`src/rtl/seg7_scan_driver.sv`:
```
// Time-multiplexed hex 7-segment driver: one digit per SCAN_DIV clocks, shadowed value, leading-zero blanking.
// Outputs fully registered (1-cycle latency); no backpressure, load is always accepted.
module seg7_scan_driver #(
  parameter int NUM_DIGITS     = 4,
  parameter int SCAN_DIV       = 50000,
  parameter bit SEG_ACTIVE_LOW = 1'b1,
  parameter bit AN_ACTIVE_LOW  = 1'b1
) (
  input  logic                    clk,
  input  logic                    reset,
  input  logic                    enable,
  input  logic                    load,
  input  logic [4*NUM_DIGITS-1:0] value,
  input  logic [NUM_DIGITS-1:0]   dp_in,
  input  logic                    lz_en,
  output logic [6:0]              seg,
  output logic                    dp,
  output logic [NUM_DIGITS-1:0]   an,
  output logic                    frame_done
);

  localparam int IW = (NUM_DIGITS > 1) ? $clog2(NUM_DIGITS) : 1;
  localparam int PW = $clog2(SCAN_DIV);
  localparam logic [IW-1:0] LAST_IDX = IW'(NUM_DIGITS - 1);
  localparam logic [PW-1:0] TERM     = PW'(SCAN_DIV - 1);
  localparam logic [6:0]            SEG_OFF = {7{SEG_ACTIVE_LOW}};
  localparam logic                  DP_OFF  = SEG_ACTIVE_LOW;
  localparam logic [NUM_DIGITS-1:0] AN_OFF  = {NUM_DIGITS{AN_ACTIVE_LOW}};

  // Active-low pattern, bit order g..a
  function automatic logic [6:0] hex7(input logic [3:0] h);
    case (h)
      4'h0: hex7 = 7'b1000000;
      4'h1: hex7 = 7'b1111001;
      4'h2: hex7 = 7'b0100100;
      4'h3: hex7 = 7'b0110000;
      4'h4: hex7 = 7'b0011001;
      4'h5: hex7 = 7'b0010010;
      4'h6: hex7 = 7'b0000010;
      4'h7: hex7 = 7'b1111000;
      4'h8: hex7 = 7'b0000000;
      4'h9: hex7 = 7'b0010000;
      4'hA: hex7 = 7'b0001000;
      4'hB: hex7 = 7'b0000011;
      4'hC: hex7 = 7'b1000110;
      4'hD: hex7 = 7'b0100001;
      4'hE: hex7 = 7'b0000110;
      default: hex7 = 7'b0001110;
    endcase
  endfunction

  logic [4*NUM_DIGITS-1:0] sh_val;
  logic [NUM_DIGITS-1:0]   sh_dp;
  logic [NUM_DIGITS-1:0]   sh_blank;
  logic [NUM_DIGITS-1:0]   blank_nxt;
  logic [PW-1:0]           presc;
  logic [IW-1:0]           idx;
  logic                    wrap_q;
  logic                    tick;
  logic                    wrap;
  logic [3:0]              cur_hex;
  logic [6:0]              seg_al;
  logic                    dp_lit;
  logic [NUM_DIGITS-1:0]   an_sel;

  // A digit blanks only if it and every more significant digit are zero; digit 0 always shows.
  always_comb begin : blank_calc
    logic all_zero;
    blank_nxt = '0;
    all_zero  = 1'b1;
    for (int k = NUM_DIGITS - 1; k >= 1; k--) begin
      all_zero     = all_zero & (value[4*k +: 4] == 4'h0);
      blank_nxt[k] = lz_en & all_zero;
    end
  end

  assign tick = enable && (presc == TERM);
  assign wrap = tick && (idx == LAST_IDX);

  always_ff @(posedge clk or posedge reset) begin
    if (reset) begin
      sh_val   <= '0;
      sh_dp    <= '0;
      sh_blank <= '0;
      presc    <= '0;
      idx      <= '0;
      wrap_q   <= 1'b0;
    end else begin
      if (load) begin
        sh_val   <= value;
        sh_dp    <= dp_in;
        sh_blank <= blank_nxt;
      end
      if (tick) begin
        presc <= '0;
        idx   <= (idx == LAST_IDX) ? '0 : idx + IW'(1);
      end else if (enable) begin
        presc <= presc + PW'(1);
      end
      wrap_q <= wrap;
    end
  end

  always_comb begin
    cur_hex = 4'(sh_val >> {idx, 2'b00});
    seg_al  = sh_blank[idx] ? 7'b1111111 : hex7(cur_hex);
    dp_lit  = sh_dp[idx];
    an_sel  = '0;
    for (int i = 0; i < NUM_DIGITS; i++) begin
      an_sel[i] = (idx == IW'(i));
    end
  end

  always_ff @(posedge clk or posedge reset) begin
    if (reset) begin
      seg        <= SEG_OFF;
      dp         <= DP_OFF;
      an         <= AN_OFF;
      frame_done <= 1'b0;
    end else if (enable) begin
      seg        <= SEG_ACTIVE_LOW ? seg_al : ~seg_al;
      dp         <= SEG_ACTIVE_LOW ? ~dp_lit : dp_lit;
      an         <= AN_ACTIVE_LOW ? ~an_sel : an_sel;
      frame_done <= wrap_q;
    end else begin
      seg        <= SEG_OFF;
      dp         <= DP_OFF;
      an         <= AN_OFF;
      frame_done <= 1'b0;
    end
  end

endmodule

```
`config.mk`:
```
export PLATFORM = sky130hd
export DESIGN_NAME = seg7_scan_driver
export DESIGN_NICKNAME = d
export VERILOG_FILES = /design/src/rtl/seg7_scan_driver.sv
export SDC_FILE = /design/constraint.sdc
export NUM_CORES = 1
export LEC_CHECK = 0
export ABC_AREA = 1
export BUFFER_PORTS_ARGS = -buffer_cell sky130_fd_sc_hd__buf_2
export CAP_MARGIN = 20
export CORE_ASPECT_RATIO = 1.4
export CORE_MARGIN = 4
export CORE_UTILIZATION = 55
export DETAILED_ROUTE_END_ITERATION = 16
export GPL_TIMING_DRIVEN = 0
export PLACE_DENSITY = 0.77
export SLEW_MARGIN = 5
export SYNTH_ARGS = -nofsm -noshare
export SYNTH_HDL_FRONTEND = slang
export SYNTH_SLANG_ARGS = --single-unit
```
`constraint.sdc`:
```
create_clock -name clk -period 2.45 [get_ports clk]
set_input_delay 0.245 -clock clk [delete_from_list [all_inputs] [get_ports clk]]
set_output_delay 0.245 -clock clk [all_outputs]
set_load 0.02 [all_outputs]
```
After elaboration in Yosys (flattened, before gate mapping)
Memory sizes are Yosys's and may differ from the RTL's.
Index checks and enable logic that the tools add are counted.
Widths: inputs -> output; s select.
Operators by class
  $add $sub $neg: 2
  magnitude comparators: 1
  equal/unequal tests: 4
  shift-type cells: 1
  multiplexer cells: 12
  bitwise logic cells: 7
  reduce and logical (&&, ||, !) cells: 7
Operator list (number)
  $mux 16: 2
  $add 16x1->16 const B: 1
  $eq 16x16->1 const B: 1
  $shr 16x4->4: 1
  $mux 7: 2
  $logic_not 4->1: 3
  $and 1x1->1: 5
  $bmux 1 s2: 2
  $eq 2x2->1 const B: 2
  $mux 1: 4
  $mux 4: 1
  $not 4->4: 1
  $lt 2x3->1 const B: 1
  $add 2x1->2 const B: 1
  $eq 2x1->1 const B: 1
  $logic_and 1x1->1: 2
  $logic_not 2->1: 1
  $mux 2: 1
  $reduce_bool 2->1: 1
  $not 1->1: 1
Storage, ports and cells
  register bits: 55
  bits in read-only memories: 112
  input bits: 25
  word-level logic and storage cells: 45
  memories: 1
Memories
  (name not given): depth 16, bits a word 7, rd ports 1, clocked after Yosys merged registers in 0, write ports 0, RTL line 32  | case (h)

Depth between registers and ports, before layout
Gate-level depths: netlist of run 1.
  word-level depth: 4
  mapped depth: 11

Least setup slack after synthesis of run 1
OpenSTA, ideal clock, no wires.
  kind: flip-flop to flip-flop
  start: reg idx[0]
  end: reg seg[0]
  library setup time: 86 ps
  data arrival time: 1469 ps
  required time: 2364 ps
  setup slack: 896 ps
  stages on the path, launching flop included: 12
  buffers on the path: 1
  clock period less this slack: 1554 ps
  cells stage by stage: dfrtp_1 inv_2 buf_6 nand2_1 nand3_1 nand2_1 inv_1 ha_1 nand3_1 nor2_1 nor2_1 nand3_1
Between the ends
  longest elaborated chain between the ends: 4
Ends and longest elaborated chain
  start: declaration: RTL line 57  | logic [IW-1:0] idx;
  start signal: assignment: RTL line 96  | idx <= (idx == LAST_IDX) ? '0 : idx + IW'(1);
  $shr 16x4->4 or $bmux 1 s2 (tied branches): RTL line 105, 106
  $mem_v2 16x7 or $mux 1 (tied branches)
  $mux 7 (*): RTL line 106  | seg_al = sh_blank[idx] ? 7'b1111111 : hex7(cur_hex);
  $mux 7 (*): RTL line 120  | end else if (enable) begin
  end signal: assignment: RTL line 121  | seg <= SEG_ACTIVE_LOW ? seg_al : ~seg_al;
  end: declaration: RTL line 16  | output logic [6:0] seg,
Every way passes the cells marked *; elsewhere a longest branch is shown, timed or not. The select of a mux whose other input is x is not followed.
A chain may end at the register's enable or synchronous reset.

Worst setup path in the final report of run 1
  start: reg idx[0]
  end: reg seg[6]
Same word-level chain as after synthesis.

==> results of run 1 <==
## worst max-delay path by stage
stage,depth (start not counted),slack (ps),from,endpoint
2_1_floorplan,1,880,reset,frame_done
3_3_place_gp,2,270,reset,sh_dp[0]
3_5_place_dp,11,610,idx[0],seg[6]
4_1_cts,11,590,idx[0],seg[6]
5_1_grt,11,340,idx[0],seg[0]
6_report,11,580,idx[0],seg[6]
## flip-flops by register name, summed over array words and instances (netlist names)
signal / count
an: 4
sh_blank: 3
idx: 2
frame_done: 1
presc: 16
sh_dp: 4
seg: 7
dp: 1
sh_val: 16
wrap_q: 1
## per-stage QoR
| step | hold slack [ps] | instance area (µm²) | util, % | worst slack [ps] |
|---|---|---|---|---|
| 2_1_floorplan | 357 | 2880 | - | 882 |
| 3_3_place_gp | 435 | 3150 | 63.5 | 265 |
| 3_5_place_dp | 206 | 3170 | 63.9 | 612 |
| 4_1_cts | 138 | 3280 | 66.2 | 589 |
| 5_1_grt | 136 | 3280 | 66.2 | 343 |
| 6_report | 136 | 3280 | 66.2 | 577 |
## layer usage
| layer | vias up | wire length, µm | track usage [%] |
|---|---|---|---|
| li1 | 1236 | - | - |
| met1 | 1150 | 2350 | 21.2 |
| met2 | 59 | 3210 | 38.4 |
| met3 | 5 | 253 | 3.21 |
| met4 | 0 | 67 | 6.19 |
| met5 | - | 0 | 0 |
## critical path, cell delays in order, from the launching register on
cell and delay (ps):
dfrtp_1 510, inv_2 90, buf_6 160, nand2_1 70, nand3_1 70, nand2_1 200, inv_1 120, ha_1 220
nand3_1 140, nand2_1 80, nand2_1 50, nand3_1 80
## repair_timing
| item | CTS | global route |
|---|---|---|
| resized for setup | 0 | 0 |
| endpoints found under the hold margin | 6 | 0 |
| setup buffers | 0 | 0 |
| hold buffers | 1 | 0 |
## kinds of logic after synthesis
family	count (synthesis)	synth area share, %
simple gates	232	36.2
buf+inv	46	6.55
fa+ha+maj	11	4.77
compound gates	16	3.30
xor+xnor	3	0.912
flops	55	48.3
## cell type report
cell class                 count  area, µm²
fill                         439       1680
timing repair buffer          39        215
sequential                    55       1390
tap                           64       80.1
clock buffer                   8        100
inverter                      37        139
multi-input combinational    262       1300
buffer                         9       50.0
## placed cells by master, fill, tap and decap left out, drive strengths merged
cell type | Yosys | routed
o21ai | 8 | 8
dfstp | 12 | 12
nand3 | 40 | 40
dfrtp | 43 | 43
inv | 37 | 37
ha | 11 | 11
nor3b | 1 | 1
nand2 | 142 | 142
nor2 | 29 | 29
nand3b | 1 | 1
a21o | 1 | 1
and2 | 1 | 1
xor2 | 3 | 3
nand4 | 7 | 7
nor3 | 8 | 8
buf | 5 | 43
or2 | 1 | 1
a21oi | 4 | 4
clkbuf | 4 | 12
o21bai | 1 | 1
nor4 | 2 | 2
dlygate4sd3 | 0 | 1
o211ai | 2 | 2
## power breakdown
part,internal [mW],switching [mW],total (mW)
clock network,0.258,0.273,0.531
registers,1.01,0.0831,1.09
logic,0.122,0.222,0.344
total,1.39,0.578,1.97
==> run_results.csv, run 1 <==
group,metric,value,unit
run_status,outcome,"complete, no violations",
floorplan,core_area,4950,µm²
finish,drive_gt1_share,20.2,%
global_route,track_usage,19.6,%
logic_synthesis,dominantRegCellSynth,"dfrtp_1",
power,power_density,600,nW/µm²
cts,clockBufferDepth,2,
floorplan,start_util,58.2,%
floorplan,dieArea,6480,µm²
finish,stdcell_count,474,
worst_hold_path,hold_depth,3,
power,max-vdd-ir-drop,0.421,mV
global_route,grt_pass1_vias,2514,
drt,wirelength,5880,µm
logic_synthesis,synth-edff-count,0,
logic_synthesis,synth_common_cells,"135 x nand2_1, 43 x dfrtp_1, 34 x inv_1, 34 x nand3_1, 25 x nor2_1",
timing,finalSetupViolCount,0,
floorplan,die_h,93.7,µm
timing,slew_headroom,70.0,%
finish,diodes,0,
worst_hold_path,min_path_type,"input port to flop",
timing,fin_skew,5.12,ps
logic_synthesis,ys_seq_area_share,48.3,%
placed_design,dpl.cell_count,465,
timing,rsz0062_at_grt,"no",
logic_synthesis,synth_area_leader_cell,"dfrtp_1",
worst_setup_path,start_kind,"flop",
drt,routedWlPerCell,12.4,µm
global_route,grt_overflow_total,0,
global_route,grt_max_degree,44,
worst_setup_path,reg2reg_slack,580,ps
placed_design,dp_hpwl,4460,µm
cts,htreeDepth,2,
cts,cts_tree,"done",
worst_setup_path,worstPathArrival,2100,ps
worst_setup_path,r2r_cells,11,
global_route,grt_pass1_wl,10400,µm
logic_synthesis,synth-seq-cells,55,
floorplan,die_w,69.2,µm
floorplan,core.rowCount,30,
run,cap_violations,0,
drt,drc,0,
power,leakage,1.71,nW
timing,setup_tns,0,ps
drt,first_pass_iters,4,
worst_hold_path,min_from,"dp_in[0]",
logic_synthesis,synth_nets,399,
drt,viasPerCell,5.17,
placed_design,portBuffers,37,
cts,path_clk_slew,90,ps
worst_hold_path,hold_end,"sh_dp[0]",
worst_setup_path,worstSetupPathType,"flop to flop",
logic_synthesis,synth.area.top_cells,"dfrtp_1 37%, nand2_1 18%, dfstp_2 11%",
logic_synthesis,yosysUniqueCellTypes,33,
logic_synthesis,syn_area,2880,µm²
cts,clk_latency,300,ps
worst_setup_path,crit_path_end_kind,"flop",
finish,area_growth,13.7,%
logic_synthesis,syn_inst,363,
timing,worst_pin_slew,450,ps
logic_synthesis,synth.most_common_cell,"nand2_1",
logic_synthesis,yosysTopAreaCellShare,37.3,%
drt,vias,2450,
cts,clockRootBuffer,"clkbuf_8",
global_route,antenna_found_initial,0,
worst_setup_path,required,2670,ps
logic_synthesis,synthArstFlopShare,100,%
drt,ant_nets,0,
cts,cts_buffers,5,
worst_setup_path,r2r_start,"idx[0]",
timing,finalHoldViolCount,0,
placed_design,globalplace.congestion,0.838,
logic_synthesis,ys_warn_count,0,
worst_setup_path,worstReg2RegEnd,"seg[6]",
timing,period_share,76.5,%
worst_setup_path,critPathMaxFanout,11,
cts,cts.sinks,55,
logic_synthesis,avgSynthCellArea,7.94,µm²
drt,dr.first_iter.drc_count,144,
timing,fmax,0.534,GHz
timing,maxSlewViolCount,0,
timing,period_minus_slack,1870,ps
floorplan,io_pins,38,
finish,fin_nets,445,
power,power,1.97,mW
No activity file was read; power rests on OpenSTA's default activity.
==> inputs of run 2 (changes only) <==
clock period = 1.8 ns   (was 2.45 ns; I/O delays follow)
==> run 2 against run 1 <==
Net effect:
- sequential power is 37% higher
- cell count increased by 1.1%
- largest cell class unchanged
- clock-buffer cell count unchanged
==> run_results.csv, run 2 (synthesis gave the netlist of run 1 again) <==
group,metric,value,unit
run_status,outcome,"complete, no violations",
cts,path_clk_slew,90,ps
timing,holdWs,70.1,ps
floorplan,io_pins,38,
drt,drc,0,
floorplan,dieArea,6480,µm²
drt,wirelength,6040,µm
worst_setup_path,crit_top_cell,"nand3_1",
cts,cts_tree,"done",
cts,clk_latency,300,ps
timing,worst_pin_slew,449,ps
floorplan,core_area,4950,µm²
drt,routedWlPerCell,12.6,µm
worst_setup_path,worstPathArrival,1950,ps
global_route,track_usage,19.5,%
drt,vias,2459,
finish,multi_input_area,1330,µm²
worst_hold_path,min_path_type,"input port to flop",
finish,fillers,434,
floorplan,die_w,69.2,µm
timing,finalHoldViolCount,0,
timing,period_share,96.2,%
worst_setup_path,worstSetupPathType,"flop to flop",
worst_setup_path,worst-path-buf-inv,3,
timing,worst_slack,68.1,ps
finish,drive_gt1_share,22.9,%
timing,slew_headroom,70.0,%
worst_setup_path,crit_path_end_kind,"flop",
worst_setup_path,cp_cell_sequence,"inv_2 -> buf_8 -> nand2_1 -> nand3_1 -> nand2_2 -> buf_4 -> ha_1 -> nand3b_1 -> nand3_1 -> nand3_1",
finish,layout_commonest_cell,"nand2_1",
timing,fin_skew,7.24,ps
timing,finalSetupViolCount,0,
placed_design,dp_hpwl,4460,µm
timing,fmax,0.577,GHz
run,cap_violations,0,
drt,dr.first_iter.drc_count,136,
finish,area_growth,16.4,%
worst_setup_path,critPathMaxFanout,11,
drt,ant_nets,0,
finish,diodes,0,
placed_design,pre_cts_ws,-38.3,ps
floorplan,die_h,93.7,µm
worst_setup_path,cpMaxStageDelayCell,"dfrtp_2",
power,leakage,1.74,nW
drt,first_pass_iters,4,
placed_design,globalplace.congestion,0.838,
power,power,2.69,mW
global_route,grt_max_degree,44,
power,max-vdd-ir-drop,0.560,mV
worst_setup_path,start_kind,"flop",
global_route,antenna_found_initial,0,
timing,period_minus_slack,1730,ps
finish,fin_nets,450,
global_route,grt_overflow_total,0,
worst_setup_path,required,2020,ps
global_route,grt_pass1_vias,2514,
floorplan,start_util,58.2,%
drt,viasPerCell,5.13,
placed_design,portBuffers,37,
cts,cts_buffers,5,
global_route,grt_pass1_wl,10400,µm
cts,cts.sinks,55,
timing,maxSlewViolCount,0,
cts,clockBufferDepth,2,
worst_setup_path,cpPeakStageDelay,480,ps
finish,top_regs,"presc (16), sh_val (16), seg (7)",
finish,most-common-layout-cells,"133 x nand2_1, 42 x dfrtp_1, 38 x buf_2, 33 x inv_1, 31 x nand3_1",
worst_setup_path,path_delay_family,"simple AND/OR/NAND/NOR gates",
floorplan,core.rowCount,30,
power,power_density,802,nW/µm²
cts,htreeDepth,2,
finish,regArea,1390,µm²
cts,clockRootBuffer,"clkbuf_8",
## run 2: final timing paths
| path | depth (start not counted) | endpoint | slack (ps) | from |
|---|---|---|---|---|
| max | 10 | seg[0] | 70 | idx[0] |
| min | 3 | sh_val[0] | 70 | value[0] |
| max reg2reg | 10 | seg[0] | 70 | idx[0] |
| min reg2reg | 2 | frame_done | 470 | wrap_q |
| max in group asynchronous | 4 | an[2] | 880 | reset |
| min in group asynchronous | 3 | sh_val[4] | 350 | reset |
## run 2: power breakdown
| part | leakage, nW | internal [mW] | switching [mW] | total [mW] |
|---|---|---|---|---|
| combinational | 1.05 | 0.173 | 0.309 | 0.483 |
| sequential | 0.636 | 1.37 | 0.113 | 1.49 |
| clock | 0.0515 | 0.352 | 0.372 | 0.723 |
## run 2: timing repair
action | CTS | global route
buffers inserted | 0 | 5
endpoints found under the hold margin | 6 | 0
endpoints found under the setup margin | 5 | 5
hold buffers | 1 | 0
gates resized for setup | 3 | 8
pin swaps | 0 | 4
## run 2: layout make-up
cell class,instances,area share (%)
plain buffers,9,1.72
flip-flops and latches,55,41.5
clock buffers,8,2.98
multi-input cells,262,39.6
repair buffers,44,7.53
inverters,37,4.21
well taps,64,2.39
## run 2: tightest hold or removal path, delay by kind of cell
kind                   cells  cell delay (ps)
buffers and inverters      1               70
AND/OR/NAND/NOR            2               90
## run 2: metal layers
| layer | global-route usage, % | wire length (µm) | share of wire, % | vias to the layer above |
|---|---|---|---|---|
| li1 | - | - | - | 1238 |
| met1 | 21.2 | 2450 | 41 | 1151 |
| met2 | 38.4 | 3250 | 54 | 61 |
| met3 | 2.89 | 248 | 4.1 | 9 |
| met4 | 6.19 | 85 | 1.4 | 0 |
| met5 | 0 | 0 | 0 | - |
## run 2: per-stage QoR
stage               setup TNS [ps]  instance area, µm²  instances  utilization, %
finish                           0                3350        479            67.7
global route                 -5.93                3350        479            67.7
CTS                              0                3280        474            66.3
detailed placement           -86.4                3170        465            63.9
global placement            -13680                3150        464            63.5
floorplan                        0                2880        363               -
